File: src/rtl/shift_arbiter.sv
// Two-requester front end for a single shared 32-bit barrel shifter.
// Round-robin grant in IDLE; operands are registered before the shift so requesters may change inputs freely.
module barrelshifter32 (
    input  logic [31:0] a,
    input  logic [4:0]  b,
    input  logic [1:0]  aluc,
    output logic [31:0] c
);
    always_comb begin
        case (aluc)
            2'b00:   c = $signed(a) >>> b;
            2'b10:   c = a >> b;
            default: c = a << b;
        endcase
    end
endmodule

module shift_arbiter #(
    parameter int RR_INIT = 0
) (
    input  logic        clk,
    input  logic        rst_n,
    input  logic        req0_valid,
    output logic        req0_ready,
    input  logic [31:0] req0_a,
    input  logic [4:0]  req0_b,
    input  logic [1:0]  req0_op,
    output logic        rsp0_valid,
    input  logic        rsp0_ready,
    output logic [31:0] rsp0_data,
    input  logic        req1_valid,
    output logic        req1_ready,
    input  logic [31:0] req1_a,
    input  logic [4:0]  req1_b,
    input  logic [1:0]  req1_op,
    output logic        rsp1_valid,
    input  logic        rsp1_ready,
    output logic [31:0] rsp1_data,
    output logic        busy,
    output logic        owner
);
    typedef enum logic [1:0] {IDLE, EXEC, RESP} state_t;

    state_t      state_q, state_d;
    logic        prio_q, prio_d;
    logic        owner_q, owner_d;
    logic [31:0] a_q, a_d;
    logic [4:0]  b_q, b_d;
    logic [1:0]  op_q, op_d;
    logic        rsp0_valid_q, rsp0_valid_d;
    logic        rsp1_valid_q, rsp1_valid_d;
    logic [31:0] rsp0_data_q, rsp0_data_d;
    logic [31:0] rsp1_data_q, rsp1_data_d;
    logic [31:0] shift_c;
    logic        grant0, grant1;

    // Shifter sees only the captured operands, never the live request ports.
    barrelshifter32 u_shifter (
        .a    (a_q),
        .b    (b_q),
        .aluc (op_q),
        .c    (shift_c)
    );

    assign grant0     = req0_valid && (!req1_valid || !prio_q);
    assign grant1     = req1_valid && (!req0_valid || prio_q);
    assign req0_ready = (state_q == IDLE) && grant0;
    assign req1_ready = (state_q == IDLE) && grant1;

    always_comb begin
        state_d      = state_q;
        prio_d       = prio_q;
        owner_d      = owner_q;
        a_d          = a_q;
        b_d          = b_q;
        op_d         = op_q;
        rsp0_valid_d = rsp0_valid_q;
        rsp1_valid_d = rsp1_valid_q;
        rsp0_data_d  = rsp0_data_q;
        rsp1_data_d  = rsp1_data_q;
        case (state_q)
            IDLE: begin
                if (req0_valid && req0_ready) begin
                    a_d     = req0_a;
                    b_d     = req0_b;
                    op_d    = req0_op;
                    owner_d = 1'b0;
                    prio_d  = 1'b1;
                    state_d = EXEC;
                end else if (req1_valid && req1_ready) begin
                    a_d     = req1_a;
                    b_d     = req1_b;
                    op_d    = req1_op;
                    owner_d = 1'b1;
                    prio_d  = 1'b0;
                    state_d = EXEC;
                end
            end
            EXEC: begin
                if (owner_q) begin
                    rsp1_data_d  = shift_c;
                    rsp1_valid_d = 1'b1;
                end else begin
                    rsp0_data_d  = shift_c;
                    rsp0_valid_d = 1'b1;
                end
                state_d = RESP;
            end
            RESP: begin
                if (!owner_q && rsp0_ready) begin
                    rsp0_valid_d = 1'b0;
                    state_d      = IDLE;
                end else if (owner_q && rsp1_ready) begin
                    rsp1_valid_d = 1'b0;
                    state_d      = IDLE;
                end
            end
            default: state_d = IDLE;
        endcase
    end

    always_ff @(posedge clk or negedge rst_n) begin
        if (!rst_n) begin
            state_q      <= IDLE;
            prio_q       <= 1'(RR_INIT);
            owner_q      <= 1'b0;
            a_q          <= '0;
            b_q          <= '0;
            op_q         <= '0;
            rsp0_valid_q <= 1'b0;
            rsp1_valid_q <= 1'b0;
            rsp0_data_q  <= '0;
            rsp1_data_q  <= '0;
        end else begin
            state_q      <= state_d;
            prio_q       <= prio_d;
            owner_q      <= owner_d;
            a_q          <= a_d;
            b_q          <= b_d;
            op_q         <= op_d;
            rsp0_valid_q <= rsp0_valid_d;
            rsp1_valid_q <= rsp1_valid_d;
            rsp0_data_q  <= rsp0_data_d;
            rsp1_data_q  <= rsp1_data_d;
        end
    end

    assign rsp0_valid = rsp0_valid_q;
    assign rsp1_valid = rsp1_valid_q;
    assign rsp0_data  = rsp0_data_q;
    assign rsp1_data  = rsp1_data_q;
    assign busy       = (state_q != IDLE);
    assign owner      = owner_q;
endmodule

File: config.mk
export PLATFORM = sky130hd
export DESIGN_NAME = shift_arbiter
export DESIGN_NICKNAME = d
export VERILOG_FILES = /design/src/rtl/shift_arbiter.sv
export SDC_FILE = /design/constraint.sdc
export NUM_CORES = 1
export LEC_CHECK = 0
export BUFFER_PORTS_ARGS = -buffer_cell sky130_fd_sc_hd__buf_2
export CORE_MARGIN = 1
export CORE_UTILIZATION = 58
export CTS_CLUSTER_SIZE = 12
export DETAILED_ROUTE_END_ITERATION = 8
export HOLD_SLACK_MARGIN = 0.12
export PLACE_DENSITY_LB_ADDON = 0.12
export SYNTH_ARGS = -nofsm -noshare
export SYNTH_HDL_FRONTEND = slang
export SYNTH_SLANG_ARGS = --single-unit
File: constraint.sdc
create_clock -name clk -period 2.7 [get_ports clk]
set_input_delay 0.27 -clock clk [delete_from_list [all_inputs] [get_ports clk]]
set_output_delay 0.27 -clock clk [all_outputs]
set_load 0.01 [all_outputs]
# Yosys cells after proc, flatten, opt, wreduce, memory -nomap -nowiden
# Index checks and enable logic that the tools add are counted.
totals:
  in_bits: 84
  ff_bits: 109
  wordCells: 72
op_classes:
  reduce_logical: 25
  bitwise_logic: 1
  shifts: 3
  n_eq_ne: 10
  n_mux: 23
ops:
  columns: ["operator", "n"]
  rows:
  - ["$mux 32", 2]
  - ["$pmux 32 s2", 1]
  - ["$shl 32x5->32", 1]
  - ["$shr 32x5->32", 1]
  - ["$sshr 32x5->32", 1]
  - ["$mux 2", 6]
  - ["$mux 5", 2]
  - ["$ne 2x2->1 const B", 5]
  - ["$mux 1", 9]
  - ["$logic_and 1x1->1", 8]
  - ["$reduce_and 2->1", 4]
  - ["$pmux 2 s3", 1]
  - ["$reduce_bool 2->1", 3]
  - ["$eq 2x2->1 const B", 2]
  - ["$logic_not 1->1", 4]
  - ["$logic_not 2->1", 2]
  - ["$pmux 1 s2", 2]
  - ["$reduce_and 4->1", 1]
  - ["$ne 3x1->1 const B", 1]
  - ["$ne 3x3->1 const B", 1]
  - ["$reduce_and 3->1", 1]
  - ["$eq 2x1->1 const B", 1]
  - ["$logic_or 1x1->1", 2]
  - ["$not 1->1", 1]

# Longest topological paths before layout
logic_depth:
  word_depth: 8
  mapped_depth: 10
  depth_no_buf: 6

# Cells and area by module
# A second synthesis with hierarchy kept.
unflattened:
  cells_unflattened: 837
  hier_area_um2: 8908.5
modules_own_cells:
  columns: ["module", "instances", "area_per_inst_um2", "cells_each"]
  rows:
  - ["shift_arbiter", 1, 4793.3, 353]
  - ["barrelshifter32", 1, 4115.2, 484]

# Least setup slack after synthesis
# OpenSTA, ideal clock, no wires.
synth_timing:
  path_type: "register -> register"
  startpoint: "register b_q[1]"
  endpoint: "register rsp1_data_q[7], in the netlist rsp1_data[7]"
  path_stages_with_launch: 9
  path_slack_ns: 0.674
  period_less_slack_ns: 2.026
  arrival_ns: 1.893
  t_required_ns: 2.567
  path_cell_list: "dfrtp_1 -> buf_6 -> buf_12 -> mux2_4 -> mux2_4 -> mux2i_4 -> nor2_1 -> a2111oi_2 -> o21ai_1"
synth_via:
  elab_chain_cells: 2
  word_cells_on_any_way: 4
  cone_classes: "shift: 3; mux: 1"
synth_rtl:
  columns: ["element", "line_no", "text"]
  rows:
  - ["from (decl)", "48", "logic [4:0] b_q, b_d;"]
  - ["from (signal assigned)", "128", "b_q <= '0;"]
  - ["from (signal assigned)", "139", "b_q <= b_d;"]
  - ["$shl 32x5->32 (tied with other cells)", "13", "default: c = a << b;"]
  - ["$pmux 32 s2 *", "10", "case (aluc)"]
  - ["to (signal assigned)", "144", "rsp1_data_q <= rsp1_data_d;"]
  - ["to (decl)", "53", "logic [31:0] rsp1_data_q, rsp1_data_d;"]
# Mark *: on every way between the ends. The rest lies on a longest branch, timed or not.
# A chain may end at the register's enable or synchronous reset.

# Worst setup path in the final report
layout_timing:
  startpoint: "register b_q[1]"
  endpoint: "register rsp1_data_q[24], in the netlist rsp1_data[24]"
# The elaborated chain is that of the path after synthesis.

==> results.ini <==
[critical_path]
rr_worst_depth = 8
cp.arrival_ns = 2.89
path_depth = 8
reg2reg_slack_ns = 0.04
cp-startpoint = b_q[1]
cp-end-kind = register
r2r_start = b_q[1]
worst_ep_required_time_ns = 2.92
timing.critical_path.buf_inv = 2
startpoint_type = register
cp_cell_sequence = buf_4 > mux4_2 > and3_1 > a31oi_1 > nor3_1 > a2111oi_4 > buf_4 > o21ai_1
cpMaxStageDelayCell = a2111oi_4
endpoint = rsp1_data[24]
slowest_delay_ns = 0.58
crit_type = reg2reg
crit_fanout = 15
path_delay_family = compound AO/OA/AOI/OAI gates
worst_r2r_endpoint = rsp1_data[24]
crit_top_cell = buf_4

[grt]
grt_max_degree = 67
antenna_found_initial = 0
grt_usage_pct = 44.5
grt_pass1_wl_mm = 53.2
grt_pass1_vias = 9122
overflow = 0

[synthesis]
synth_seq_cells = 109
synth_top_family_by_area = compound AO/OA/AOI/OAI gates
synthAdderAreaFrac_pct = 0
synth_cells = 1079
synth_nets = 1163
synth_compound_area_share_pct = 23.4
synth_cell_type_count = 76
synth.avg_cell_area_um2 = 8.09
ys_seq_area_share_pct = 31.2
synthArstFlopShare_pct = 100
synth-simple-area-share_pct = 21.8
synth_area_um2 = 8730
synth_xor_area_share_pct = 0
synth-edff-count = 0
synthMuxAreaShare_pct = 17.2
synthFlopType = dfrtp_1
yosys_warnings = 0

[cells_and_area]
nets = 1363
antennaDiodeCount = 0
layout-drive-gt1-share_pct = 30.3
multi_input_area_um2 = 5490
layout_commonest_cell = nand2_1
layout_common_cells = nand2_1, buf_2, buf_4
regArea_um2 = 2730
fin_util_pct = 73.3
syn_to_final_growth_pct = 22.4
n_fill_cell = 1119

[sta]
drv_slew = 0
tns_ns = 0
finalHoldWorstSlack_ns = 0.135
setup_ws_ns = 0.0375
hold_viol_final = 0
max_freq_ghz = 0.376
skew_ns = 0.00762
grt_setup_unrepaired = true
setup_violations = 0
worst_pin_slew_ns = 0.836
slew_headroom_pct = 43.9
period_minus_slack_ns = 2.66
fin_crit_sh_pct = 98.6

[clocking]
cts_tree = done
cts_buffers = 9
cts_root_buffer = clkbuf_16
clock_tree.buffer_depth = 2
htree_levels = 3
path_clk_slew_ns = 0.08
clock_latency_ns = 0.37
clock-sinks = 109

[detailed_routing]
via_count = 9900
via_per_inst = 6.74
first_iter_violations = 1383
detail_route.wl_per_cell_um = 23.2
first_pass_iters = 7
drc = 0
wirelength_mm = 34.0
antenna_left = 0

[floorplan]
initial_core_util_pct = 59.9
die_area_um2 = 15600
die_h_um = 125
die_w_um = 125
row_count = 44
io_pins = 154
fp.coreArea_um2 = 14600

[worst_hold_path]
min_path_type = in2reg
hold_depth = 3

[placed_design]
port_buffers = 153
gp_congestion = 1.17
dp_hpwl_mm = 26.2
pre_cts_slack_ns = 0.104

[status]
outcome = finished, final reports clean

[job]
maxCapViolations = 0

cell families after synthesis:
group | after synthesis
AO/OA/AOI/OAI | 302
AND/OR/NAND/NOR | 437
multiplexers | 120
buffers and inverters | 111
flip-flops | 109
area by class of cell:
cell class	count	share of cell area [%]
Timing Repair Buffer	290	17.8
Tap cell	184	2.15
Sequential cell	109	25.6
Multi-Input combinational cell	859	51.4
Inverter	10	0.351
Clock inverter	6	0.550
Clock buffer	10	2.14
metal layers:
layer | wire, um | vias to the layer above | GRT usage (%)
met5 | 0 | - | 0
met4 | 2130 | 0 | 23.6
met3 | 4130 | 170 | 12.0
met2 | 14700 | 785 | 66.7
met1 | 13100 | 4593 | 58.7
li1 | - | 4352 | -
timing repair:
action                                  4_1_cts  5_1_grt
gates resized for setup                       0        9
setup buffers                                 0        2
endpoints found under the setup margin        0        9
hold endpoints to repair                     69        0
hold buffers                                  1        0
cells in the mapped netlist, types with 3 or more instances:
cell type | number | share of area (%)
a2111oi_0 | 5 | 0.50
a2111oi_2 | 4 | 0.69
a211oi_1 | 17 | 1.5
a211oi_2 | 3 | 0.43
a21oi_1 | 22 | 1.3
a22o_1 | 4 | 0.40
a22oi_1 | 15 | 1.3
a311oi_1 | 3 | 0.30
a31oi_1 | 43 | 3.1
a32oi_1 | 6 | 0.60
and2_1 | 6 | 0.43
buf_1 | 5 | 0.21
buf_2 | 20 | 1.1
buf_4 | 5 | 0.43
buf_6 | 9 | 1.2
clkbuf_1 | 59 | 2.5
dfrtp_1 | 109 | 31
inv_1 | 8 | 0.34
mux2_2 | 13 | 1.7
mux2_4 | 5 | 0.86
mux2i_1 | 74 | 8.5
mux2i_2 | 8 | 1.3
mux4_2 | 16 | 4.1
nand2_1 | 211 | 9.1
nand2b_1 | 16 | 1.1
nand3_1 | 13 | 0.74
nand4_1 | 6 | 0.43
nor2_1 | 116 | 5.0
nor2b_1 | 14 | 1.0
nor3_1 | 27 | 1.5
nor4_1 | 6 | 0.43
o211ai_1 | 11 | 0.95
o21ai_0 | 26 | 1.5
o21ai_1 | 60 | 3.4
o221ai_1 | 9 | 0.90
o22ai_1 | 39 | 2.8
o2bb2ai_1 | 4 | 0.40
o31ai_1 | 5 | 0.43
or2_2 | 7 | 0.50
through the flow:
step	cell area, um2	cells
2_1_floorplan	8730	1079
3_3_place_gp	10300	1449
3_5_place_dp	10300	1449
4_1_cts	10600	1466
5_1_grt	10700	1468
6_report	10700	1468
registers in the layout, summed over array words and instances (netlist names):
name and count:
b_q 5, state_q 2, rsp0_data 32, rsp1_valid 1, rsp0_valid 1, rsp1_data 32
prio_q 1, op_q 2, a_q 32, owner 1
worst min-delay path, delay by kind of cell:
family                 cells  cell delay [ns]
buffers and inverters      1             0.09
AO/OA/AOI/OAI              1             0.07
AND/OR/NAND/NOR            1             0.04
worst min path at each step:
| stage | from | to | slack (ns) |
|---|---|---|---|
| 2_1_floorplan | rst_n | a_q[0] | -0.03 |
| 3_3_place_gp | rst_n | rsp1_data[25] | 0.16 |
| 3_5_place_dp | rst_n | rsp0_data[25] | 0.16 |
| 4_1_cts | req1_b[1] | b_q[1] | 0.14 |
| 5_1_grt | req1_a[21] | a_q[21] | 0.15 |
| 6_report | req1_b[1] | b_q[1] | 0.13 |
Power is not shown: default switching activity piles up to over one toggle a cycle in this logic, so the estimate is an artifact.
